==> src/rtl/sa_pkg.sv <==
// sa_pkg: shared window geometry defaults and fill-state encoding
//   W_DATA  pixel width in bits
//   K       window dimension; TAPS = K*K pixels per window
//   CNT_W   width of the fill counter (counts 0..TAPS)
package sa_pkg;
    localparam int W_DATA = 8;
    localparam int K = 3;
    localparam int TAPS = K * K;
    localparam int CNT_W = $clog2(TAPS + 1);
    typedef enum logic {ST_EMPTY, ST_FILLING} fill_state_t;
endpackage

==> src/rtl/en_align_pipe.sv <==
// en_align_pipe: DEPTH-stage 1-bit delay line aligning a read enable to FIFO read latency
//   clk    clock
//   rst_n  asynchronous active-low reset
//   clear  synchronous clear of all stages
//   din    enable in
//   dout   enable delayed by DEPTH cycles (combinational pass-through when DEPTH is 0)
module en_align_pipe #(
    parameter int DEPTH = 1
) (
    input  logic clk,
    input  logic rst_n,
    input  logic clear,
    input  logic din,
    output logic dout
);
    generate
        if (DEPTH == 0) begin : g_bypass
            logic unused;
            assign unused = &{1'b0, clk, rst_n, clear};
            assign dout = din;
        end else begin : g_pipe
            logic [DEPTH-1:0] pipe;
            always_ff @(posedge clk or negedge rst_n) begin
                if (!rst_n) pipe <= '0;
                else pipe <= clear ? '0 : DEPTH'({pipe, din});
            end
            assign dout = pipe[DEPTH-1];
        end
    endgenerate
endmodule

==> src/rtl/window_shift_reg.sv <==
// window_shift_reg: collects K*K streamed pixels into a flattened window with valid/ready output
//   i_clk           clock
//   i_rst_n         asynchronous active-low reset
//   i_sr_enable     shift request, issued with the FIFO read
//   i_data          FIFO read data, valid RD_LATENCY cycles after i_sr_enable
//   i_clear         synchronous clear of partial fill and held window
//   i_out_ready     consumer ready
//   o_window        held window; tap i at [i*W_DATA +: W_DATA], tap 0 newest
//   o_window_valid  held window valid
//   o_fill_count    taps captured in current fill
//   o_overflow      sticky: a completed window was dropped because the output was held
module window_shift_reg #(
    parameter int W_DATA = sa_pkg::W_DATA,
    parameter int K = sa_pkg::K,
    parameter int RD_LATENCY = 1
) (
    input  logic                        i_clk,
    input  logic                        i_rst_n,
    input  logic                        i_sr_enable,
    input  logic [W_DATA-1:0]           i_data,
    input  logic                        i_clear,
    input  logic                        i_out_ready,
    output logic [K*K*W_DATA-1:0]       o_window,
    output logic                        o_window_valid,
    output logic [$clog2(K*K+1)-1:0]    o_fill_count,
    output logic                        o_overflow
);
    import sa_pkg::*;
    localparam int N_TAPS = K * K;
    localparam int CW = $clog2(N_TAPS + 1);
    localparam int TW = N_TAPS * W_DATA;
    logic shift_en, complete, load, valid_nxt, overflow_nxt;
    fill_state_t state, state_nxt;
    logic [CW-1:0] count_nxt;
    logic [TW-1:0] taps, taps_nxt, shifted, window_nxt;
    en_align_pipe #(.DEPTH(RD_LATENCY)) u_align (
        .clk   (i_clk),
        .rst_n (i_rst_n),
        .clear (i_clear),
        .din   (i_sr_enable),
        .dout  (shift_en)
    );
    // The completing shift's pixel goes straight into the output window, so the
    // window is built from the post-shift taps rather than the registered ones.
    always_comb begin
        shifted = {taps[TW-W_DATA-1:0], i_data};
        complete = shift_en & (o_fill_count == CW'(N_TAPS - 1));
        load = complete & (!o_window_valid | i_out_ready);
        taps_nxt = i_clear ? '0 : shift_en ? shifted : taps;
        count_nxt = i_clear | complete ? '0 :
                    shift_en ? (state == ST_EMPTY ? CW'(1) : o_fill_count + CW'(1)) : o_fill_count;
        state_nxt = i_clear | complete ? ST_EMPTY : shift_en ? ST_FILLING : state;
        window_nxt = load & !i_clear ? shifted : o_window;
        valid_nxt = !i_clear & (load | (o_window_valid & !i_out_ready));
        overflow_nxt = o_overflow | (complete & !load & !i_clear);
    end
    always_ff @(posedge i_clk or negedge i_rst_n) begin
        if (!i_rst_n) begin
            state <= ST_EMPTY;
            taps <= '0;
            o_fill_count <= '0;
            o_window <= '0;
            o_window_valid <= 1'b0;
            o_overflow <= 1'b0;
        end else begin
            state <= state_nxt;
            taps <= taps_nxt;
            o_fill_count <= count_nxt;
            o_window <= window_nxt;
            o_window_valid <= valid_nxt;
            o_overflow <= overflow_nxt;
        end
    end
endmodule

==> config.mk <==
export PLATFORM = sky130hd
export DESIGN_NAME = window_shift_reg
export DESIGN_NICKNAME = d
export VERILOG_FILES = /design/src/rtl/sa_pkg.sv /design/src/rtl/en_align_pipe.sv /design/src/rtl/window_shift_reg.sv
export SDC_FILE = /design/constraint.sdc
export NUM_CORES = 1
export LEC_CHECK = 0
export ABC_AREA = 1
export ABC_CLOCK_PERIOD_IN_PS = 2200
export BUFFER_PORTS_ARGS = -buffer_cell sky130_fd_sc_hd__buf_4
export CAP_MARGIN = 25
export CORE_UTILIZATION = 50
export DETAILED_ROUTE_END_ITERATION = 10
export PLACE_DENSITY = 0.72
export SYNTH_ARGS = -nofsm -noshare
export SYNTH_HDL_FRONTEND = slang
export SYNTH_SLANG_ARGS = --single-unit
==> constraint.sdc <==
create_clock -name i_clk -period 2.2 [get_ports i_clk]
set_input_delay 0.11 -clock i_clk [delete_from_list [all_inputs] [get_ports i_clk]]
set_output_delay 0.11 -clock i_clk [all_outputs]
set_load 0.03 [all_outputs]
; ---- Yosys cells after proc, flatten, opt, wreduce, memory -nomap -nowiden
; Index checks and enable logic that the tools add are counted.
[word_totals]
regBits = 144
out_inout_bits = 78
input_bits = 13
[op_classes]
muxes = 8
add_sub_neg = 1
eq_ne = 1
n_bitwise = 11
reduce_logical = 6
[op_table]
columns = cell, count
row1 = $mux W64, 2
row2 = $mux W4, 3
row3 = $and A1 B1 Y1, 7
row4 = $add A4 B1 Y4 const B, 1
row5 = $eq A4 B4 Y1 const B, 1
row6 = $logic_not A1 Y1, 4
row7 = $or A1 B1 Y1, 4
row8 = $reduce_bool A2 Y1, 2
row9 = $mux W1, 3

; ---- Depth between registers and ports, before layout
; Gate-level depths: netlist (run 1).
[logic_depth]
depth_word = 7
ltp_mapped = 8
mapped_depth_nobuf = 7

; ---- Cells and area by module
; From an unflattened synthesis (run 1), not the netlist that was laid out.
[unflattened]
hier_cells = 586
hier_area_um2 = 5853.1
[by_module_without_submodules]
columns = module, area_per_inst_um2, seq_area_each_um2, cells_each, instances
row1 = window_shift_reg, 5818.1, 3578.4, 583, 1
row2 = en_align_pipe, 35.0, 25.0, 3, 1

; ---- Worst setup path after synthesis (run 1)
; Ideal clock, no wire load.
[synth_path]
kind = reg2reg
start = register o_fill_count[0]
end = register o_window[0]
path_slack_ns = 0.677
stages_incl_launch_ff = 9
synth_period_minus_slack_ns = 1.523
required_ns = 2.082
arrival_time_ns = 1.406
setup_time_ns = 0.118
n_path_buf = 1
cell_sequence = dfrtp_1 inv_1 ha_1 nand2_2 nor2_4 nand3_4 buf_6 nand2_1 nand2_1
[synth_between]
elab_chain_len = 4
[synth_lines]
columns = item, line_no
row1 = start: declaration, window_shift_reg.sv:25  ; output logic [$clog2(K*K+1)-1:0] o_fill_count,
row2 = start signal: assignment, window_shift_reg.sv:68  ; o_fill_count <= count_nxt;
row3 = $eq A4 B4 Y1, window_shift_reg.sv:47  ; complete = shift_en & (o_fill_count == CW'(N_TAPS - 1));
row4 = $and A1 B1 Y1, window_shift_reg.sv:47
row5 = $and A1 B1 Y1, window_shift_reg.sv:48  ; load = complete & (!o_window_valid | i_out_ready);
row6 = $and A1 B1 Y1, window_shift_reg.sv:53  ; window_nxt = load & !i_clear ? shifted : o_window;
row7 = end signal: assignment, window_shift_reg.sv:69  ; o_window <= window_nxt;
row8 = end: declaration, window_shift_reg.sv:23  ; output logic [K*K*W_DATA-1:0] o_window,
; No other way between the ends.
; A chain may end at the register's enable or synchronous reset.

; ---- Worst setup path in the final report (run 1)
[layout_path]
start = register o_fill_count[0]
end = register o_window[11]
; Same word-level chain as after synthesis.

==> impl_results.md, run 1 <==
* Critical Path End: o_window[11]
* Core Box Area at 11100 um2
* PnR worst setup slack at 0.351 ns
* Post-Synthesis Cell Area at 5790 um2
* Num Clock Sinks at 144
* CTS tree: done
* Row cnt at 38
* Dpl ws at 0.389 ns
* Status: complete, no violations
* Worst-path maximum fanout at 42
* Adder-cell share of the synthesized area at 0.433%
* Port Buf Inserts at 90
* Antenna Nets Post-Route at 0
* RR Endpoint: o_window[11]
* Global-route wire length before repair at 21600 um
* Avg WL per Cell at 16.0 um
* Max Transition Viols Final at 0
* Post-synthesis mux area share at 0%
* Initial antenna violation count at 0
* R2R depth at 8
* Final instance area at 7180 um2
* Worst Clk Skew at 0.00462 ns
* Min cycle time layout at 1.85 ns
* Metal2 WL at 6580 um
* Final WL at 13300 um
* RSZ-0062 raised after global routing: no
* Xor and xnor area share after synthesis at 0.151%
* Dpl cell area at 6500 um2
* Die Ht at 110 um
* DP HPWL at 8320 um
* Simple-gate share of the synthesized area at 21.0%
* Die area at 12000 um2
* DRC at 0
* Drt pass-1 iters at 4
* Critical Path Start: o_fill_count[0]
* Relative slew margins at 47.6%
* CTS H-Tree Depth at 4
* Largest family of logic cells by synthesized area: simple AND/OR/NAND/NOR gates
* Ant diodes at 0
* Most frequent cells in the layout: nand2_1, dfrtp_1, buf_4
* Power density cells at 785 nW/um2
* Syn-to-layout area delta at 24.1%
* Post-CTS Setup Inserts at 0
* Starting DRT DRC Count at 370
* Count of final setup violators at 0
* Num CTS Buffers at 17
* Final period util at 84.0%
* Worst min path class: input pin to flip-flop
* Max clock buf depth at 2
* YS warnings at 0
* Slowest cell on the critical path: dfrtp_1
* GP Congestion at 0.828
* GRT Util Overall at 24.0%
* Fin. Hold Viols at 0
* Later-pin clock latency in the skew report at 0.41 ns
* Worst slew pin tran at 0.786 ns
* Cells along the critical path: inv_1, ha_1, nand2_2, nor2_4, nand3_4, buf_4, nand2_1, nand2_1
* CTS root buffer: clkbuf_16
* WS Path Type: flip-flop to flip-flop
* CP bufs+invs at 2
* Crit path largest cell delay at 0.43 ns
* Most common cell after layout, fill and taps aside: nand2_1
* Starting Density at 52.2%
* CP most frequent cell: nand2_1
* Share of layout cells above drive strength 1 at 20.0%
* Met1 Routed Length at 5800 um
* Max VDD drop at 458 uV
* Max Cap Violations at 0
* Cells after Synth at 586
* Number of global-route vias before repair at 4346
* Syn nets at 601
* TNS Setup at 0 ns
* Post-synthesis sequential area ratio at 62.3%
* Distinct cells, synth at 19
* Synthesis-stage register bit count at 144
* Leakage at 3.72 nW
* Gr ovfl total at 0
* Max Freq at 541 MHz
* Worst R2R Start: o_fill_count[0]
* Synth Area in Compound Gates at 7.03%
* Pin count of the biggest net entering global routing at 77
* CP arrival at 2.14 ns
* Syn Area/Cell at 9.87 um2
* Final Util at 64.8%
* Top Layer Used: met4
* Width of the chip at 110 um
* CP Data Required Time at 2.49 ns
* CTS clk-pin slew, worst paths at 0.06 ns
* Ports at 91
* Met3 WL at 691 um
* CP Depth at 8
* Setup crit end kind: flip-flop
* # nets final at 693
* Family with the most delay on the worst path: simple AND/OR/NAND/NOR gates
* CP Launch Type: flip-flop
* Vias per std cell at 5.48
* Via count at 4539
* Final hold slack at 0.0293 ns
* R2r setup slk at 0.35 ns
worst min path at each step:
stage	start	to	slack (ns)	depth (start not counted)
after floorplan	i_rst_n	o_fill_count[0]	-0.19	0
after global placement	i_rst_n	o_window[67]	0.14	1
after detailed placement	i_rst_n	o_window[70]	0.14	1
after CTS	i_out_ready	o_overflow	0.02	4
after global routing	i_out_ready	o_overflow	0.04	4
final	i_out_ready	o_overflow	0.03	4
routing by layer:
| layer | track usage, % | up-vias |
|---|---|---|
| met2 | 37.6 | 156 |
| li1 | - | 2138 |
| met4 | 8.19 | 0 |
| met1 | 32.4 | 2227 |
| met5 | 0 | - |
| met3 | 6.40 | 18 |
report_power, final:
part	internal [W]	total, W	switching [W]
clock network	0.00174	0.00275	0.00101
logic	0.0000575	0.000205	0.000147
registers	0.00266	0.00268	0.0000111
total	0.00446	0.00563	0.00117
cell type report:
| type | instances | area (um2) |
|---|---|---|
| Timing Repair Buffer | 115 | 935 |
| Multi-Input combinational cell | 336 | 1660 |
| Fill cell | 905 | 3900 |
| Tap cell | 140 | 175 |
| Inverter | 64 | 240 |
| Clock inverter | 6 | 82.6 |
| Clock buffer | 24 | 482 |
| Sequential cell | 144 | 3600 |
worst register-to-register path: stages, from the launching register on:
cell and delay [ns]:
dfrtp_1 0.43, inv_1 0.10, ha_1 0.17, nand2_2 0.08
nor2_4 0.35, nand3_4 0.11, buf_4 0.30, nand2_1 0.14
nand2_1 0.07
stage by stage:
step                instances  power (W)
finish                    829    0.00563
global route              829    0.00583
floorplan                 586    0.00280
detailed placement        787    0.00291
CTS                       829    0.00567
global placement          787    0.00291
cell families after synthesis:
| group | after synthesis |
|---|---|
| and+or+nand+nor | 265 |
| DFF | 144 |
| buffers and inverters | 106 |
| AOI/OAI and AO/OA | 68 |
| adders and majority gates | 2 |
| xor gates and xnor gates | 1 |
synth_stat cells:
cell type / number / share of area [%]
nand2_1: 176 / 11
clkbuf_1: 11 / 0.71
nand3_1: 7 / 0.61
buf_2: 17 / 1.5
o31ai_1: 1 / 0.13
nand2_2: 1 / 0.11
o22ai_1: 45 / 4.9
nor2_1: 5 / 0.32
inv_1: 61 / 4.0
xnor2_1: 1 / 0.15
inv_2: 3 / 0.19
buf_6: 14 / 2.7
ha_1: 2 / 0.43
o21bai_1: 3 / 0.39
nor2_4: 2 / 0.39
o21ai_0: 19 / 1.6
nand3_4: 1 / 0.30
nand4_1: 73 / 7.9
dfrtp_1: 144 / 62
state kept, by name (all words and copies together), names as in the netlist:
name / flops
o_fill_count: 4
o_window: 72
o_overflow: 1
o_window_valid: 1
u_align.dout: 1
taps: 64
state: 1
repair_timing:
| action | CTS | global route |
|---|---|---|
| gates resized for setup | 0 | 0 |
| endpoints found under the hold margin | 82 | 0 |
| hold buffers | 12 | 0 |
(Power assumes the default switching activity.)
==> inputs of run 2 (changes only) <==
--- a/config.mk
+++ b/config.mk
@@ -6,12 +6,12 @@
 export NUM_CORES = 1
 export LEC_CHECK = 0
 export ABC_AREA = 1
-export ABC_CLOCK_PERIOD_IN_PS = 2200
+export ABC_CLOCK_PERIOD_IN_PS = 1600
 export BUFFER_PORTS_ARGS = -buffer_cell sky130_fd_sc_hd__buf_4
 export CAP_MARGIN = 25
 export CORE_UTILIZATION = 50
 export DETAILED_ROUTE_END_ITERATION = 10
-export PLACE_DENSITY = 0.72
+export PLACE_DENSITY = 0.75
 export SYNTH_ARGS = -nofsm -noshare
 export SYNTH_HDL_FRONTEND = slang
 export SYNTH_SLANG_ARGS = --single-unit
==> constraint.sdc (replaced) <==
create_clock -name i_clk -period 1.6 [get_ports i_clk]
set_input_delay 0.08 -clock i_clk [delete_from_list [all_inputs] [get_ports i_clk]]
set_output_delay 0.08 -clock i_clk [all_outputs]
set_load 0.03 [all_outputs]
==> run 2 against run 1 <==
Clock power increased by 49%. Flip-flop and latch count unchanged. Register-to-register slack got worse by 0.25 ns. Critical path depth unchanged. Design area increased by 2.7%. Sequential share of layout area decreased by 1.3 points. Combinational power increased by 52%. Critical path type unchanged. Clock skew increased by 0.0065 ns. Critical endpoint is now o_window[40]. Largest cell class unchanged. Non-clock buffer count increased by 5.
==> impl_results.md, run 2 (synthesis gave the netlist of run 1 again) <==
* RSZ-0062 raised after global routing: no
* CTS root buffer: clkbuf_16
* CTS H-Tree Depth at 4 (unchanged)
* Dpl ws at 0.105 ns (-0.283 ns)
* Final Util at 66.6% (+1.8 points)
* Worst min path class: input pin to asynchronous set/reset pin
* DRC at 0 (unchanged)
* PnR worst setup slack at 0.0961 ns (-0.255 ns)
* Final period util at 94.0% (+9.9 points)
* Num CTS Buffers at 17 (unchanged)
* Syn-to-layout area delta at 27.5%
* Final instance area at 7370 um2 (+2.7%)
* Port Buf Inserts at 90 (unchanged)
* Antenna Nets Post-Route at 0 (unchanged)
* Via count at 4586 (+1.0%)
* CP Data Required Time at 1.90 ns (-0.59 ns)
* Max Freq at 665 MHz (+23%)
* Global-route wire length before repair at 21700 um (+0.32%)
* Initial antenna violation count at 0 (unchanged)
* Max FFs per register at 72 (unchanged)
* Total Power at 0.00807 W (+43%)
* Worst-path maximum fanout at 17 (-60%)
* FF+latch area at 3600 um2 (unchanged)
* Max Cap Violations at 0 (unchanged)
* Fillcell total at 855 (-5.5%)
* Biggest regs: o_window x72, taps x64, o_fill_count x4
* Cells along the critical path: inv_1, ha_1, nand2_2, nor2_4, nand3_4, buf_4, nand2_1, nand2_1
* CP Launch Type: flip-flop
* Max clock buf depth at 2 (unchanged)
* Family with the most delay on the worst path: simple AND/OR/NAND/NOR gates
* Starting DRT DRC Count at 273 (-26%)
* CTS tree: done
* Max Transition Viols Final at 0 (unchanged)
* Crit path largest cell delay at 0.38 ns (-0.05 ns)
* GRT Util Overall at 24.1% (+0.089 points)
* Final WL at 13200 um (-0.99%)
* WS Path Type: flip-flop to flip-flop
* Avg WL per Cell at 15.7 um (-1.7%)
* CTS clk-pin slew, worst paths at 0.06 ns (about the same)
* Die Ht at 110 um (unchanged)
* Dpl cell area at 6630 um2 (+2.1%)
* Worst Clk Skew at 0.0111 ns (+0.00647 ns)
* Worst slew pin tran at 0.542 ns (-0.244 ns)
* Footprint of the multi-input gates at 1660 um2 (unchanged)
* Leakage at 3.79 nW (+2.0%)
* Max VDD drop at 704 uV (+54%)
* # nets final at 698 (+0.72%)
* GP Congestion at 0.808 (-2.4%)
* Reg with most FFs: o_window
* Later-pin clock latency in the skew report at 0.42 ns (about the same)
* Min cycle time layout at 1.50 ns (-0.345 ns)
* Most common cell after layout, fill and taps aside: nand2_1
* CP most frequent cell: nand2_1
* Pin count of the biggest net entering global routing at 57 (-26%)
* Relative slew margins at 63.9% (+16 points)
* Share of layout cells above drive strength 1 at 21.4% (+1.4 points)
* TNS Setup at 0 ns (unchanged)
* Count of final setup violators at 0 (unchanged)
* Vias per std cell at 5.49 (+0.31%)
* Setup crit end kind: flip-flop
* Status: complete, no violations
* Starting Density at 52.2% (unchanged)
* Drt pass-1 iters at 4 (unchanged)
* Width of the chip at 110 um (unchanged)
* Ant diodes at 0 (unchanged)
* Die area at 12000 um2 (unchanged)
* DP HPWL at 8550 um (+2.8%)
* Number of global-route vias before repair at 4537 (+4.4%)
* Fin. Hold Viols at 0 (unchanged)
* Power density cells at 1090 nW/um2 (+40%)
* Core Box Area at 11100 um2 (unchanged)
* Most frequent cells in the layout: nand2_1, dfrtp_1, buf_4
* CP arrival at 1.80 ns (-0.34 ns)
* Ports at 91 (unchanged)
* Gr ovfl total at 0 (unchanged)
* Num Clock Sinks at 144 (unchanged)
* Row cnt at 38 (unchanged)
* Slowest cell on the critical path: dfrtp_1
* CP bufs+invs at 2 (unchanged)
==> run 2: cell count changes in the layout (fill, tap and decap cells not counted), sizes merged <==
| cell | change |
|---|---|
| buf | +5 |
| clkinv | +2 |
| clkinvlp | +4 |
| clkbuf | -7 |
| bufinv | +2 |
==> run 2: final timing paths <==
| check | start | slack, ns | depth (start not counted) | end |
|---|---|---|---|---|
| setup / recovery | o_fill_count[0] | 0.1 | 8 | o_window[40] |
| hold / removal | i_rst_n | 0.21 | 2 | o_window[70] |
| setup reg to reg | o_fill_count[0] | 0.1 | 8 | o_window[40] |
| hold reg to reg | o_window[50] | 0.47 | 2 | o_window[50] |
| max in group asynchronous | i_rst_n | 0.81 | 3 | o_window[40] |
| min in group i_clk | i_sr_enable | 0.42 | 4 | u_align.dout |
==> run 2: where the power goes <==
group          internal [W]  total, W  switching [W]  leakage, nW
sequential          0.00366   0.00368      0.0000130         2.01
clock               0.00260   0.00409        0.00149        0.291
combinational      0.000104  0.000311       0.000208         1.49
total               0.00636   0.00807        0.00171         3.79
==> run 2: routing by layer <==
metal / up-vias / wire length (um) / GRT usage, %
met2: 138 / 6580 / 39.1
met3: 26 / 569 / 5.33
met1: 2265 / 5680 / 31.2
met4: 0 / 315 / 10.5
met5: - / 0 / 0
li1: 2157 / - / -
==> run 2: timing repair <==
item                                   in CTS  in global routing
endpoints found under the hold margin      71                  0
hold buffers                               12                  0
setup buffers                               0                  0
setup endpoints to repair                   0                  2
gates resized for setup                     0                  1
==> run 2: cell type report <==
| cell class | instances | area share, % |
|---|---|---|
| sequential | 144 | 48.9 |
| multi-input combinational | 336 | 22.5 |
| timing repair buffer | 120 | 14.5 |
| clock buffer | 17 | 5.77 |
| inverter | 64 | 3.31 |
| clock inverter | 14 | 2.60 |
| tap | 140 | 2.38 |
==> run 2: through the flow <==
step	instances	hold WS [ns]
6_report	835	0.206
5_1_grt	835	0.248
4_1_cts	835	0.221
3_5_place_dp	792	0.0853
3_3_place_gp	792	0.0801
2_1_floorplan	586	-0.216
